`src/rtl/keypad_scan.sv`:
```
// 4x3 matrix keypad scanner: drives rows one-cold, samples columns into a
// 12-bit frame, debounces whole frames and decodes a one-hot digit.
`timescale 1ns/1ps
module keypad_scan #(
  parameter int ROW_HOLD       = 2,
  parameter int DEBOUNCE_SCANS = 3
) (
  input  logic       clk,
  input  logic       rst,
  input  logic [2:0] key_col,
  output logic [3:0] key_row,
  output logic [9:0] keypad,
  output logic       key_star,
  output logic       key_hash,
  output logic       multi_key,
  output logic       key_valid
);

  localparam logic [3:0] SC_LAST = 4'(ROW_HOLD - 1);
  localparam logic [3:0] DB_MAX  = 4'(DEBOUNCE_SCANS);

  logic [3:0]  sc_q, sc_d;
  logic [1:0]  r_q, r_d;
  logic [3:0]  row_q, row_d;
  logic [11:0] acc_q, acc_d;
  logic [11:0] last_q, last_d;
  logic [11:0] stable_q, stable_d;
  logic [3:0]  cnt_q, cnt_d;
  logic [9:0]  kp_q, kp_d;
  logic        star_q, star_d;
  logic        hash_q, hash_d;
  logic        multi_q, multi_d;
  logic        valid_q, valid_d;

  logic        sample;
  logic [11:0] frame;
  logic [3:0]  ones;

  // Scan sequencing, frame accumulation and debounce.
  always_comb begin
    // NOTE: every combinational output is given a default first so no latch is inferred.
    sample   = (sc_q == SC_LAST);
    sc_d     = sample ? 4'd0 : sc_q + 4'd1;
    r_d      = sample ? r_q + 2'd1 : r_q;
    row_d    = ~(4'b0001 << r_d);
    frame    = acc_q;
    acc_d    = acc_q;
    last_d   = last_q;
    cnt_d    = cnt_q;
    stable_d = stable_q;

    case (r_q)
      2'd0:    frame[2:0]  = ~key_col;
      2'd1:    frame[5:3]  = ~key_col;
      2'd2:    frame[8:6]  = ~key_col;
      default: frame[11:9] = ~key_col;
    endcase

    if (sample) begin
      acc_d = frame;
      if (r_q == 2'd3) begin
        if (frame == last_q) begin
          if (cnt_q < DB_MAX) cnt_d = cnt_q + 4'd1;
        end else begin
          last_d = frame;
          cnt_d  = 4'd1;
        end
        // Re-committing on every later matching frame leaves stable unchanged.
        if (cnt_d == DB_MAX) stable_d = frame;
      end
    end
  end

  // Decode of the debounced frame; bit 3*row+col maps onto the phone layout.
  always_comb begin
    ones = 4'd0;
    for (int i = 0; i < 12; i++) ones = ones + 4'(stable_q[i]);

    kp_d    = '0;
    star_d  = 1'b0;
    hash_d  = 1'b0;
    multi_d = 1'b0;
    if (ones > 4'd1) begin
      multi_d = 1'b1;
    end else if (ones == 4'd1) begin
      kp_d   = {stable_q[8:0], stable_q[10]};
      star_d = stable_q[9];
      hash_d = stable_q[11];
    end

    // Pulse only when a single key appears that differs from what is shown now.
    valid_d = (|{kp_d, star_d, hash_d}) &&
              ({kp_d, star_d, hash_d} != {kp_q, star_q, hash_q});
  end

  always_ff @(posedge clk) begin
    // NOTE: sequential state uses non-blocking assignments only, so every
    // register samples the pre-edge values regardless of statement order.
    if (!rst) begin
      sc_q     <= '0;
      r_q      <= '0;
      row_q    <= 4'b1110;
      acc_q    <= '0;
      last_q   <= '0;
      stable_q <= '0;
      cnt_q    <= '0;
      kp_q     <= '0;
      star_q   <= 1'b0;
      hash_q   <= 1'b0;
      multi_q  <= 1'b0;
      valid_q  <= 1'b0;
    end else begin
      sc_q     <= sc_d;
      r_q      <= r_d;
      row_q    <= row_d;
      acc_q    <= acc_d;
      last_q   <= last_d;
      stable_q <= stable_d;
      cnt_q    <= cnt_d;
      kp_q     <= kp_d;
      star_q   <= star_d;
      hash_q   <= hash_d;
      multi_q  <= multi_d;
      valid_q  <= valid_d;
    end
  end

  assign key_row   = row_q;
  assign keypad    = kp_q;
  assign key_star  = star_q;
  assign key_hash  = hash_q;
  assign multi_key = multi_q;
  assign key_valid = valid_q;

endmodule

```
`config.mk`:
```
export PLATFORM = sky130hd
export DESIGN_NAME = keypad_scan
export DESIGN_NICKNAME = d
export VERILOG_FILES = /design/src/rtl/keypad_scan.sv
export SDC_FILE = /design/constraint.sdc
export NUM_CORES = 1
export LEC_CHECK = 0
export CAP_MARGIN = 20
export CORE_MARGIN = 2
export CORE_UTILIZATION = 40
export DETAILED_ROUTE_END_ITERATION = 12
export GPL_TIMING_DRIVEN = 0
export PLACE_DENSITY_LB_ADDON = 0.1
export SLEW_MARGIN = 15
export SYNTH_ARGS = -nofsm -noshare
export SYNTH_HDL_FRONTEND = slang
export SYNTH_SLANG_ARGS = --single-unit
```
`constraint.sdc`:
```
create_clock -name clk -period 6.3 [get_ports clk]
set_input_delay 0.63 -clock clk [delete_from_list [all_inputs] [get_ports clk]]
set_output_delay 0.63 -clock clk [all_outputs]
set_load 0.01 [all_outputs]
```
# Word level (Yosys, flattened, before mapping)
# Index checks and enable logic that the tools add are counted.
[totals] elab_cells=65 regBits=64
[classes] n_eq_ne=8 n_reduce_logical=8 bitwise=4 n_lt_le_gt_ge=2 n_addsub=14 n_shift=1 muxes=16
[op_table] op="adder 4 x 1 -> 4 bit" count=8
[op_table] op="2-to-1 mux 10 bit" count=2
[op_table] op="2-to-1 mux 4 bit" count=4
[op_table] op="equality test 12 bit" count=1
[op_table] op="2-to-1 mux 3 bit" count=4
[op_table] op="inequality test 12 bit" count=1
[op_table] op="OR reduction 12 bit" count=1
[op_table] op="adder 4 x 1 -> 4 bit, second input constant" count=2
[op_table] op="equality test 4 x 1 -> 1 bit, second input constant" count=2
[op_table] op="AND reduction 3 bit" count=2
[op_table] op="2-to-1 mux 1 bit" count=5
[op_table] op="adder 3 x 1 -> 4 bit" count=1
[op_table] op="equality test 2 bit, second input constant" count=2
[op_table] op="equality test 4 x 2 -> 1 bit, second input constant" count=1
[op_table] op="> comparator 4 x 1 -> 1 bit, second input constant" count=1
[op_table] op="< comparator 4 x 2 -> 1 bit, second input constant" count=1
[op_table] op="NOT 4 bit" count=1
[op_table] op="left shift 1 x 2 -> 4 bit, first input constant" count=1
[op_table] op="adder 2 x 1 -> 3 bit" count=1
[op_table] op="NOT 3 bit" count=1
[op_table] op="OR reduction 3 bit" count=1
[op_table] op="adder 1 x 1 -> 2 bit" count=1
[op_table] op="adder 2 x 1 -> 2 bit, second input constant" count=1
[op_table] op="equality test 2 x 1 -> 1 bit, second input constant" count=1
[op_table] op="other kinds (6)" count=7

# Depth between registers and ports, before layout
# Gate-level depths: netlist (run 1).
[depth] ltp_word=16 mapped_depth=15 mapped_depth_nobuf=14

# Least setup slack after synthesis (run 1)
# OpenSTA, ideal clock, no wires.
[synth_timing] kind="register to register" startpoint="reg stable_q[5]" endpoint="reg valid_q, in the netlist key_valid" arrival_time_ns=4.434 period_less_slack_ns=4.520 stages_incl_launch_ff=15 slack_ns=1.780 required_time_ns=6.214 setup_time_ns=0.086 path_buffers=0 cell_sequence="dfxtp_1 inv_1 fa_1 fa_1 fa_1 fa_1 inv_1 ha_1 fa_1 or4b_1 o22ai_2 a211oi_1 a311o_1 a22o_1 a211oi_1"
[synth_between] elab_chain_len=12 word_cells_on_any_way=18 cone_classes="7 x add/sub; 1 x order compare; 2 x eq/ne; 6 x mux; 2 x reduce/logical"
[synth_lines] item="from (decl)" line="27" source="logic [11:0] stable_q, stable_d;"
[synth_lines] item="from (signal assigned)" line="118" source="stable_q <= stable_d;"
[synth_lines] item="branches (longest 11 deep; another with adder 4 x 1 -> 4 bit)"
[synth_lines] item="logical AND 1 bit (*)" line="92" source="valid_d = (|{kp_d, star_d, hash_d}) &&"
[synth_lines] item="to (signal assigned)" line="124" source="valid_q <= valid_d;"
[synth_lines] item="to (decl)" line="33" source="logic valid_q, valid_d;"
# Mark *: on every way between the ends.
# A chain may end at the register's enable or synchronous reset.

# Final worst setup path (run 1)
# Same ends and word-level chain as after synthesis.

==> results of run 1 <==
==> routing by layer <==
layer | GRT usage | wire length [um]
met3 | 0.0403 | 309
met2 | 0.337 | 3860
met1 | 0.250 | 3960
met5 | 0 | 0
met4 | 0.0845 | 174
==> worst max-delay path by stage <==
stage	to	slack, ps	from
after floorplan	key_valid	1780	stable_q[5]
after global placement	key_valid	1330	stable_q[0]
after detailed placement	key_valid	1320	stable_q[0]
after CTS	key_valid	1300	stable_q[0]
after global routing	key_valid	1050	stable_q[0]
final	key_valid	1340	stable_q[5]
==> placed cells by master, fill, tap and decap left out, types with 11 or more instances in the layout <==
master           synthesis  routed
nor2_1                  56      56
clkbuf_8                 0      11
nand2_1                 20      20
inv_1                   19      19
nor3_1                  12      12
nand3_1                 26      26
and2_1                  13      13
o21ai_0                 18      18
mux2i_1                 15      15
a21oi_1                 15      15
clkdlybuf4s50_1          0      21
o21ai_1                 12      12
ha_1                    11      11
dfxtp_1                 64      64
==> critical path: stages, from the launching register on <==
cell,delay (ps)
dfxtp_1,410
inv_1,100
fa_1,560
fa_1,440
fa_1,460
fa_1,490
inv_1,40
ha_1,190
fa_1,480
or4b_1,540
o22ai_2,260
buf_2,270
o21ai_0,110
a22oi_1,230
nor4_1,90
a211oi_1,180
==> kinds of logic (layout without fill, tap and decap cells) <==
kind of cell / count (synthesis) / after routing / share of synthesized area
compound gates: 76 / 76 / 0.151
buf+inv: 38 / 74 / 0.0503
fa+ha+maj: 18 / 18 / 0.0826
simple gates: 169 / 169 / 0.259
flops: 64 / 64 / 0.381
xor+xnor: 12 / 12 / 0.0313
mux: 15 / 15 / 0.0447
==> layout make-up <==
cell class	count	area (sq um)	share of cell area
plain buffers	19	97.6	0.0252
inverters	19	71.3	0.0184
repair buffers	21	210	0.0542
well taps	105	131	0.0339
clock inverters	3	17.5	0.00452
clock buffers	12	155	0.0400
multi-input cells	290	1910	0.493
flip-flops and latches	64	1280	0.331
==> power groups by stage <==
stage / clock network, mW / logic [mW] / registers [mW]
2_1_floorplan: 0 / 0.156 / 0.437
3_3_place_gp: 0 / 0.221 / 0.436
3_5_place_dp: 0 / 0.222 / 0.436
4_1_cts: 0.324 / 0.223 / 0.427
5_1_grt: 0.341 / 0.244 / 0.429
6_report: 0.317 / 0.224 / 0.427
==> flip-flops by register name (all words and copies together), names as in the netlist, 2 cells and up <==
name,flops
stable_q,12
r_q,2
keypad,10
sc_q,4
acc_q,12
key_row,4
cnt_q,4
last_q,12
==> qor.yml, run 1 <==
status:
  status: "finished clean"
floorplan:
  pin_count: 23
  dieHeight_um: 95.7
  core-area_sq_um: 8180
  start_util: 0.411
  die_area_sq_um: 9150
  fp-row-count: 33
  die_w_um: 95.7
setup_path:
  r2r_setup_slack_ps: 1340
  worstPathRequired_ps: 6560
  r2r-start: "stable_q[5]"
  start_kind: "register"
  rr_worst_depth: 15
  cp_max_fo: 10
  crit_path_end_kind: "register"
  worstPathArrival_ps: 5220
  path_class: "register to register"
  r2r_end: "key_valid"
synth:
  yosys.cell_count.top_type: "dfxtp_1"
  ys_seq_elements: 64
  synth_top_area_share: 0.381
  yosysWarnings: 0
  syn_nets: 415
  ys.flop_type: "dfxtp_1"
  yosysUniqueCellTypes: 49
  yosys.area.top_type: "dfxtp_1"
  synth_edf_count: 0
  syn_avg_cell_area_sq_um: 8.57
  ys_seq_area_frac: 0.381
  synth_area_sq_um: 3360
  async_reset_ff_frac: 0
  synth.area.top_cells: "dfxtp_1 38%, nor2_1 6.3%, mux2i_1 4.5%"
  netlist_top_cells_count: "64 x dfxtp_1, 56 x nor2_1, 26 x nand3_1"
  postSynthCellCount: 392
power:
  total_power_mw: 0.968
  switching_share: 0.329
  peakVddDrop_mv: 0.134
  p_comb_frac: 0.231
  power_leakage_nw: 1.44
  p_sw_mw: 0.319
  power_density_nw_per_um2: 250
  seqPwrFrac: 0.441
  clkPwrFrac: 0.328
  p_int_mw: 0.649
finish:
  fin_area_sq_um: 3870
  utilization: 0.474
  nets: 447
  antenna_cells: 0
  syn_to_final_growth_pct: 15.3
  stdcell_count: 533
  drive_above_1_share: 0.0888
  nFillCells: 799
cts:
  tritoncts: "yes"
  hold_buffers: 0
  cts_num_sinks: 64
  clock_path_buffers: 2
  post_cts_resized: 0
  cts_setup_buffers: 0
  cts_buffers: 9
  clk_latency_ps: 340
  h-tree-depth: 3
  clk_pin_slew_worst_paths_ps: 70
  root_buffer: "clkbuf_8"
placement:
  place_ws_ps: 1320
  port_buffers: 21
  dp_hpwl_mm: 6.14
  place_area_sq_um: 3700
  place.gp.congestion: 0.830
  dpl.cell_count: 518
sta:
  setup_tns_ps: 0
  slew_viol_final: 0
  post-route-period-util: 0.787
  fmax_mhz: 202
  hold_viol_final: 0
  min_period_ps: 4960
  slew_headroom: 0.443
  finClkSkew_ps: 8.15
  rsz0062_at_grt: "false"
  postLayoutSetupSlackWorst_ps: 1340
  setup_viol: 0
  worst_slew_pin_slew_ps: 835
  hold_ws_ps: 474
flow_run:
  maxCapViolCount: 0
detailed_routing:
  firstDrtPassIters: 6
  postRouteAntennaNets: 0
  drt_wl_total_mm: 8.30
  drt_iter0_drc: 111
  vias: 2860
  drc_errors: 0
  wl_per_cell_um: 15.6
  viasPerCell: 5.37
hold_path:
  hold_class: "register to register"
  min-delay-start: "sc_q[0]"
  hold_path_end: "sc_q[0]"
  hold_path_depth: 1
global_route:
  grt_pass1_vias: 2817
  grt_overflow_total: 0
  grt_pass1_wl_mm: 13.9
  grt_max_degree: 11
  track_usage: 0.201
  antenna_found_initial: 0
(Power assumes the default switching activity.)
==> run 2, diff against run 1 <==
==> constraint.sdc (replaced) <==
create_clock -name clk -period 4.75 [get_ports clk]
set_input_delay 0.475 -clock clk [delete_from_list [all_inputs] [get_ports clk]]
set_output_delay 0.475 -clock clk [all_outputs]
set_load 0.01 [all_outputs]
==> run 2 against run 1 <==
  * Design area up 2.5%
  * Count of clock-buffer cells in the layout unchanged
  * Sequential share of layout area decreased by 0.50 points
  * Critical path depth is 1 lower
  * Final cell count grew 0.94%
  * Sequential power rose by 32%
  * Power is 33% higher
  * Worst hold slack worse by 3.6 ps
  * Routed wire length increased by 1.3%
  * Clock skew barely moved
  * First-iteration DRC count fell by 14%
==> qor.yml, run 2 (synthesis results as in run 1) <==
setup_path:
  worstPathRequired_ps: 5020
  r2r-start: "stable_q[0]"
  r2r_end: "key_valid"
  worstPathArrival_ps: 4930
  r2r_setup_slack_ps: 90
  start_kind: "register"
  rr_worst_depth: 14
  cp_max_fo: 5
  crit_path_end_kind: "register"
  path_class: "register to register"
sta:
  slew_viol_final: 0
  min_period_ps: 4660
  hold_ws_ps: 471
  setup_viol: 0
  worst_slew_pin_slew_ps: 810
  finClkSkew_ps: 8.21
  setup_tns_ps: 0
  hold_viol_final: 0
  post-route-period-util: 0.982
  slew_headroom: 0.460
  rsz0062_at_grt: "true"
  fmax_mhz: 214
detailed_routing:
  wl_per_cell_um: 15.6
  drt_wl_total_mm: 8.41
  drt_iter0_drc: 95
  vias: 2892
  firstDrtPassIters: 4
  postRouteAntennaNets: 0
  viasPerCell: 5.38
  drc_errors: 0
global_route:
  use_met2: 0.346
  track_usage: 0.204
  grt_pass1_vias: 2885
  grt_pass1_wl_mm: 14.1
  grtUsageMet3: 0.0395
  antenna_found_initial: 0
  grt_use_met1: 0.249
  grt_overflow_total: 0
  grt_max_degree: 11
  grt-busiest-layer: "met2"
cts:
  cts_num_sinks: 64
  h-tree-depth: 3
  cts_buffers: 9
  root_buffer: "clkbuf_8"
  clk_latency_ps: 350
  clk_pin_slew_worst_paths_ps: 70
  clock_path_buffers: 2
  hold_buffers: 0
  tritoncts: "yes"
floorplan:
  pin_count: 23
  die_area_sq_um: 9150
  core-area_sq_um: 8180
  start_util: 0.411
  dieHeight_um: 95.7
  fp-row-count: 33
  die_w_um: 95.7
finish:
  regArea_sq_um: 1290
  final_cell_mix: "58 x dfxtp_1, 56 x nor2_1, 26 x nand3_1"
  mostFrequentLayoutCell: "dfxtp_1"
  multi_input_area_sq_um: 1950
  nets: 452
  drive_above_1_share: 0.127
  syn_to_final_growth_pct: 18.2
  fin_area_sq_um: 3970
  nFillCells: 791
  biggestRegsByFlops: "acc_q: 12 flops, last_q: 12 flops, stable_q: 12 flops"
  antenna_cells: 0
power:
  total_power_mw: 1.28
  power_density_nw_per_um2: 323
  power_leakage_nw: 1.47
  peakVddDrop_mv: 0.181
status:
  status: "finished clean"
flow_run:
  maxCapViolCount: 0
placement:
  port_buffers: 21
  dp_hpwl_mm: 6.14
  place.gp.congestion: 0.830
  place_area_sq_um: 3700
hold_path:
  hold_class: "register to register"
  hold_path_depth: 1
  hold_path_end: "sc_q[0]"
  min-delay-start: "sc_q[0]"
[run 2: per-layer routing]
layer | wire length [um] | vias to the layer above | part of all wire
met4 | 183 | 0 | 0.022
met3 | 287 | 15 | 0.034
met2 | 3970 | 47 | 0.47
li1 | - | 1453 | -
met5 | 0 | - | 0
met1 | 3970 | 1377 | 0.47
[run 2: report_power, final]
group          internal, mW  switching (mW)  total (mW)
registers             0.554          0.0110       0.565
clock network         0.213           0.211       0.424
logic                0.0923           0.203       0.295
[run 2: how the worst max path moves through the flow]
stage / from / end / slack, ps / cells past startpoint
after detailed placement: stable_q[0] / key_valid / -230 / 15
final: stable_q[0] / key_valid / 90 / 14
after global placement: stable_q[0] / key_valid / -220 / 15
after floorplan: stable_q[5] / key_valid / 230 / 14
after CTS: stable_q[0] / key_valid / 30 / 14
after global routing: stable_q[9] / key_valid / -70 / 14
[run 2: metrics by stage]
stage,util,setup WS [ps],instances
floorplan,-,230,392
global placement,0.453,-216,518
detailed placement,0.453,-228,518
CTS,0.481,25.9,536
global route,0.486,-70.7,538
finish,0.486,86.0,538
[run 2: final cells by class]
cell class                 instances  area share
buffer                            19      0.0261
clock buffer                      12      0.0391
clock inverter                     3     0.00441
inverter                          19      0.0180
multi-input combinational        290       0.492
sequential                        64       0.326
tap                              105      0.0331
timing repair buffer              26      0.0617
[run 2: repair_timing]
item	4_1_cts	5_1_grt
hold endpoints to repair	0	0
pin swaps	8	5
cloned	0	1
endpoints found under the setup margin	9	2
gates resized for setup	13	6
buffers inserted	3	1
[run 2: worst max-delay path: stages (launching register included)]
cell      delay [ps]
dfxtp_4          370
fa_1             560
inv_1             60
fa_1             510
fa_1             430
fa_1             510
inv_2             50
ha_4             150
fa_2             430
or4b_4           510
o22ai_4          220
a211oi_4         100
a311o_1          280
a22o_1           200
a211oi_2         200
==> run 3, diff against run 2 <==
--- a/config.mk
+++ b/config.mk
@@ -11,7 +11,6 @@
 export DETAILED_ROUTE_END_ITERATION = 12
 export GPL_TIMING_DRIVEN = 0
 export PLACE_DENSITY_LB_ADDON = 0.1
-export SLEW_MARGIN = 15
 export SYNTH_ARGS = -nofsm -noshare
 export SYNTH_HDL_FRONTEND = slang
 export SYNTH_SLANG_ARGS = --single-unit
==> results of run 3 <==
No change in the layout: final DEF, timing and power equal those of run 2.
